File: config.mk
export PLATFORM = sky130hd
export DESIGN_NAME = dcache_controller
export DESIGN_NICKNAME = d
export VERILOG_FILES = /design/src/rtl/dcache_pkg.sv /design/src/rtl/dcache_word_mux.sv /design/src/rtl/dcache_controller.sv
export SDC_FILE = /design/constraint.sdc
export NUM_CORES = 1
export LEC_CHECK = 0
export CORE_AREA = 3 3 475 477
export CTS_CLUSTER_DIAMETER = 150
export DETAILED_ROUTE_END_ITERATION = 8
export DIE_AREA = 0 0 478 480
export SYNTH_ARGS = -nofsm -noshare
export SYNTH_HDL_FRONTEND = slang
export SYNTH_SLANG_ARGS = --single-unit
File: constraint.sdc
create_clock -name clk_i -period 8.85 [get_ports clk_i]
set_clock_uncertainty 0.15 [all_clocks]
set_input_delay 0.885 -clock clk_i [delete_from_list [all_inputs] [get_ports clk_i]]
set_output_delay 0.885 -clock clk_i [all_outputs]
set_load 0.005 [all_outputs]
File: src/rtl/dcache_pkg.sv
// rtl/dcache_pkg.sv - shared widths, FSM states and line-address helper for the L1 data cache
package dcache_pkg;

    localparam int TAG_W      = 23;
    localparam int IDX_W      = 4;
    localparam int OFF_W      = 5;
    localparam int LINE_W     = 256;
    localparam int WORD_W     = 32;
    localparam int SEL_W      = 3;
    localparam int SRAM_TAG_W = 25;
    localparam int VALID_BIT  = 24;
    localparam int DIRTY_BIT  = 23;

    typedef enum logic [2:0] {
        ST_IDLE,
        ST_MISS,
        ST_WRITEBACK,
        ST_READMISS,
        ST_READMISSOK
    } dcache_state_e;

    function automatic logic [31:0] line_addr(input logic [TAG_W-1:0] tag,
                                              input logic [IDX_W-1:0] idx);
        return {tag, idx, {OFF_W{1'b0}}};
    endfunction

endpackage

File: src/rtl/dcache_word_mux.sv
// rtl/dcache_word_mux.sv - extract one 32-bit word from a cache line and merge one back in
module dcache_word_mux
    import dcache_pkg::*;
(
    input  logic [LINE_W-1:0] line,
    input  logic [SEL_W-1:0]  sel,
    input  logic [WORD_W-1:0] wr_word,
    output logic [WORD_W-1:0] rd_word,
    output logic [LINE_W-1:0] merged_line
);

    always_comb begin
        rd_word                          = line[WORD_W*sel +: WORD_W];
        merged_line                      = line;
        merged_line[WORD_W*sel +: WORD_W] = wr_word;
    end

endmodule

File: src/rtl/dcache_controller.sv
// rtl/dcache_controller.sv - L1 data cache control: zero-stall hits, write-back/refill on miss
// The held CPU request is replayed as a hit once the refilled line is in the SRAM.
module dcache_controller
    import dcache_pkg::*;
(
    input  logic                  clk_i,
    input  logic                  rst_i,
    input  logic [31:0]           cpu_addr_i,
    input  logic [WORD_W-1:0]     cpu_data_i,
    input  logic                  cpu_MemRead_i,
    input  logic                  cpu_MemWrite_i,
    output logic [WORD_W-1:0]     cpu_data_o,
    output logic                  cpu_stall_o,
    output logic [IDX_W-1:0]      sram_addr_o,
    output logic [SRAM_TAG_W-1:0] sram_tag_o,
    output logic [LINE_W-1:0]     sram_data_o,
    output logic                  sram_enable_o,
    output logic                  sram_write_o,
    input  logic [SRAM_TAG_W-1:0] sram_tag_i,
    input  logic [LINE_W-1:0]     sram_data_i,
    input  logic                  sram_hit_i,
    output logic [31:0]           mem_addr_o,
    output logic [LINE_W-1:0]     mem_data_o,
    output logic                  mem_enable_o,
    output logic                  mem_write_o,
    input  logic [LINE_W-1:0]     mem_data_i,
    input  logic                  mem_ack_i
);

    dcache_state_e     state, state_next;
    logic [TAG_W-1:0]  victim_tag;
    logic [LINE_W-1:0] victim_data;
    logic [LINE_W-1:0] merged_line;

    logic              req;
    logic [TAG_W-1:0]  cpu_tag;
    logic [IDX_W-1:0]  cpu_idx;
    logic [1:0]        unused_byte_off;

    assign req             = cpu_MemRead_i | cpu_MemWrite_i;
    assign cpu_tag         = cpu_addr_i[31:9];
    assign cpu_idx         = cpu_addr_i[8:5];
    assign unused_byte_off = cpu_addr_i[1:0];
    assign sram_enable_o   = req;
    assign sram_addr_o     = cpu_idx;

    dcache_word_mux u_word_mux (
        .line        (sram_data_i),
        .sel         (cpu_addr_i[4:2]),
        .wr_word     (cpu_data_i),
        .rd_word     (cpu_data_o),
        .merged_line (merged_line)
    );

    always_ff @(posedge clk_i or posedge rst_i) begin
        if (rst_i) begin
            state       <= ST_IDLE;
            victim_tag  <= '0;
            victim_data <= '0;
        end else begin
            state <= state_next;
            if (state == ST_MISS) begin
                victim_tag  <= sram_tag_i[TAG_W-1:0];
                victim_data <= sram_data_i;
            end
        end
    end

    always_comb begin
        state_next   = state;
        cpu_stall_o  = 1'b0;
        sram_write_o = 1'b0;
        sram_tag_o   = {1'b0, 1'b0, cpu_tag};
        sram_data_o  = merged_line;
        mem_enable_o = 1'b0;
        mem_write_o  = 1'b0;
        mem_addr_o   = line_addr(cpu_tag, cpu_idx);
        mem_data_o   = victim_data;

        unique case (state)
            ST_IDLE: begin
                if (req) begin
                    if (sram_hit_i) begin
                        if (cpu_MemWrite_i) begin
                            sram_write_o = 1'b1;
                            sram_tag_o   = {1'b1, 1'b1, cpu_tag};
                        end
                    end else begin
                        cpu_stall_o = 1'b1;
                        state_next  = ST_MISS;
                    end
                end
            end
            ST_MISS: begin
                // SRAM is presenting the LRU victim this cycle; decide from it directly.
                cpu_stall_o = 1'b1;
                if (sram_tag_i[VALID_BIT] && sram_tag_i[DIRTY_BIT]) begin
                    state_next = ST_WRITEBACK;
                end else begin
                    state_next = ST_READMISS;
                end
            end
            ST_WRITEBACK: begin
                cpu_stall_o  = 1'b1;
                mem_enable_o = 1'b1;
                mem_write_o  = 1'b1;
                mem_addr_o   = line_addr(victim_tag, cpu_idx);
                if (mem_ack_i) begin
                    state_next = ST_READMISS;
                end
            end
            ST_READMISS: begin
                cpu_stall_o  = 1'b1;
                mem_enable_o = 1'b1;
                if (mem_ack_i) begin
                    sram_write_o = 1'b1;
                    sram_data_o  = mem_data_i;
                    sram_tag_o   = {1'b1, 1'b0, cpu_tag};
                    state_next   = ST_READMISSOK;
                end
            end
            ST_READMISSOK: begin
                cpu_stall_o = 1'b1;
                state_next  = ST_IDLE;
            end
            default: begin
                state_next = ST_IDLE;
            end
        endcase
    end

endmodule

==> metrics <==
gr usage total 20.61%; Crit Path Category primary input to primary output; Clk network pwr share 19.8%; leakage 12.95 nW; Crit path arrival time about 5.0 ns; CTS tree built; placed insts 5,882; Clock Sinks 282; YS warnings 0; layout cells sized above 1 11.18%; fin cells 6,013; clock slew at reported path FFs about 0.050 ns; Slew headroom 24.84%; CP endpoint kind primary output; CTS max path bufs 3; RSZ-0062 raised after global routing false; Cell Area, Synth 19,350 um^2; Multi-input gate area about 11,000 um^2; Starting Density 8.721%; predominant post-synthesis flop cell dfrtp_1; H-tree levels 2; initial antenna violation count 169; die area 229,400 um^2; Avg Cell Area, Syn 10.36 um^2; r2r startpoint state[0]$_DFFE_PP0P_; Hold Crit Start mem_data_o[150]$_DFFE_PP0P_; hold_buf cts 0; Peak VDD IR around 0.00015 V; register area share after synthesis 36.47%; Die H 480 um; Fillers around 25,000; worst reg2reg setup slack 5.44 ns; Cells after Synth 1,867; Comb power frac 57.2%; Hold WC Path Type register to register; CTS buffer count 46; first-pass GRT wire length roughly 300,000 um; P&R area growth vs syn 86.80%; initial drt markers 1,851; Die X 478 um; Routed Wire Length 246,400 um; Switch Pwr roughly 4.2 mW; cts repair resizes 0; vias per cell 3.711; capture point of the worst reg-to-reg path mem_data_o[73]$_DFFE_PP0P_; required time of the critical path about 7.8 ns; final-report setup violation count 0; MaxCap Viol Count 0; Max Freq 166.2 MHz; worst skew pair latency 0.65 ns; Final Critical Period around 6 ns; Overflow after GRT 0; vias in the first global route 22,529; number of flops mapped to enable cells by yosys 0; row count 173; core area approximately 220,000 um^2; fin util approximately 16%; Antenna Nets Post-Route 0; Unique masters post-synth 50; pin count of the biggest net entering global routing between 90 and 100; Register-to-Register Path Depth 5; Final GP Congestion 0.9039; fraction of registers with async set/reset 100.0%; final hold viol count 0; drc violations 0; drt pass-1 iters 5; setup tns final 0 ns; root buf cell clkbuf_16; register cell area after layout 7057 um^2; Seq cells post-synth 282; status finished clean; Startpoint Class primary input; measured slew at the worst slew-check pin 1.125 ns; # port buffers ~1,200; WHS Endpoint mem_data_o[150]$_DFFE_PP0P_; Sw Ratio approximately two fifths; routed via count 22,317; hold path depth 1; Seq pwr share approximately 23%; PwrDens 285.9 nW/um^2; worst-path fanout max 46; top-level port count 1,217; Final nets about 3,600; Post CTS Setup Buffer Count 0; cell area after placement 34,390 um^2; Final Cell Area 36,140 um^2; routed wire length per instance 40.98 um; Int Pwr 6.115 mW; Period Utilization, post-route 67.97%; Final Slew Violations 0; DP HPWL around 210,000 um
-- critical path: stages --
cell and delay (ns):
buf_8 0.46, buf_4 0.66, o21bai_1 0.59, or2_4 0.75
buf_4 0.60, o221ai_1 0.25, clkdlybuf4s50_1 0.66
-- area by class of cell --
class | instances | share of cell area (%)
diodes | 51 | 0.3531
well taps | 2975 | 10.30
clock buffers | 62 | 3.721
inverters | 98 | 1.063
repair buffers | 1244 | 34.38
flip-flops and latches | 282 | 19.52
multi-input cells | 1283 | 29.88
clock inverters | 18 | 0.7789
-- per-layer routing --
metal	share of wire (%)	vias up	track usage (%)
met1	35	11235	21.08
met5	0.18	-	0
met4	5.2	72	9.504
li1	-	8976	-
met3	12	422	9.918
met2	48	1612	35.43
-- registers in the layout (all words and copies together), names as in the netlist --
register,count
mem_data_o,256
victim_tag,23
state,3
-- power by group through the flow --
stage / registers (mW) / clock network (mW) / logic, mW
2_1_floorplan: 2.33 / 0 / 1.93
3_3_place_gp: 2.34 / 0 / 6.03
3_5_place_dp: 2.37 / 0 / 6.04
4_1_cts: 2.36 / 2.12 / 6.07
5_1_grt: 2.44 / 2.14 / 6.23
6_report: 2.37 / 2.05 / 5.92
-- cells by family (layout without fill, tap and decap cells) --
| family | Yosys count | after routing | synth area share, % |
|---|---|---|---|
| mux | 494 | 494 | 31.65 |
| fa+ha+maj | 3 | 3 | 0.1940 |
| simple gates | 474 | 474 | 11.21 |
| compound gates | 307 | 307 | 12.08 |
| flops | 282 | 282 | 36.47 |
| buf+inv | 306 | 1422 | 8.387 |
| other cells | 1 | 56 | 0.01938 |
-- worst max path at each step --
stage	start	end	slack [ns]
CTS	cpu_addr_i[2]	sram_data_o[223]	2.66
floorplan	rst_i	mem_data_o[0]$_DFFE_PP0P_	0.04
global placement	cpu_addr_i[2]	sram_data_o[223]	2.71
detailed placement	cpu_addr_i[2]	sram_data_o[223]	2.66
global route	cpu_addr_i[2]	sram_data_o[223]	2.60
finish	cpu_addr_i[2]	sram_data_o[223]	2.83
-- synthesized netlist by cell type, types with 2 or more instances --
cell type / number / share of area (%)
nand2_1: 320 / 6.2
or2_1: 3 / 0.097
a31oi_1: 32 / 1.0
ha_1: 3 / 0.19
mux2_2: 60 / 3.5
dfrtp_1: 282 / 36
nor2b_1: 2 / 0.065
mux2i_1: 128 / 6.6
or2_2: 3 / 0.097
o221ai_1: 33 / 1.5
and2_1: 5 / 0.16
a21oi_1: 6 / 0.16
and3b_1: 27 / 1.2
o21ai_1: 161 / 4.2
o21bai_1: 3 / 0.12
mux4_2: 64 / 7.4
nor2_1: 36 / 0.70
buf_1: 10 / 0.19
mux2_1: 242 / 14
nand2b_1: 2 / 0.065
nand4_1: 31 / 1.0
o21ai_2: 2 / 0.091
clkbuf_1: 43 / 0.83
buf_6: 18 / 1.0
buf_4: 67 / 2.6
o221ai_2: 60 / 4.7
inv_1: 97 / 1.9
nand3_1: 31 / 0.80
buf_2: 70 / 1.8
o31a_1: 3 / 0.14
o21ai_0: 4 / 0.10
-- cells in the final DEF (no fill, tap or decap), types with 5 or more instances in the layout --
| master | Yosys | final |
|---|---|---|
| mux2i_1 | 128 | 128 |
| nand2_1 | 320 | 320 |
| diode_2 | 0 | 51 |
| nor2_1 | 36 | 35 |
| clkbuf_16 | 0 | 49 |
| mux4_2 | 64 | 64 |
| mux2_1 | 242 | 242 |
| buf_4 | 67 | 41 |
| clkdlybuf4s50_1 | 0 | 1194 |
| bufinv_16 | 0 | 6 |
| and3b_1 | 27 | 27 |
| nand4_1 | 31 | 31 |
| clkbuf_8 | 0 | 7 |
| a21oi_1 | 6 | 6 |
| inv_1 | 97 | 95 |
| and2_1 | 5 | 5 |
| o221ai_2 | 60 | 60 |
| conb_1 | 1 | 5 |
| buf_12 | 0 | 7 |
| o21ai_1 | 161 | 160 |
| nand3_1 | 31 | 31 |
| o221ai_1 | 33 | 33 |
| a31oi_1 | 32 | 32 |
| clkinv_4 | 0 | 5 |
| mux2_2 | 60 | 60 |
| dfrtp_1 | 282 | 282 |
| clkbuf_1 | 43 | 6 |
-- stage by stage --
stage | setup slack, ns | hold slack (ns) | total power, mW
finish | 2.835 | 0.3341 | 10.34
global route | 2.600 | 0.3452 | 10.81
CTS | 2.656 | 0.3361 | 10.55
detailed placement | 2.664 | 0.3237 | 8.411
global placement | 2.712 | 0.3167 | 8.377
floorplan | 0.03611 | 0.3041 | 4.260
No activity file was read; power rests on OpenSTA's default activity.
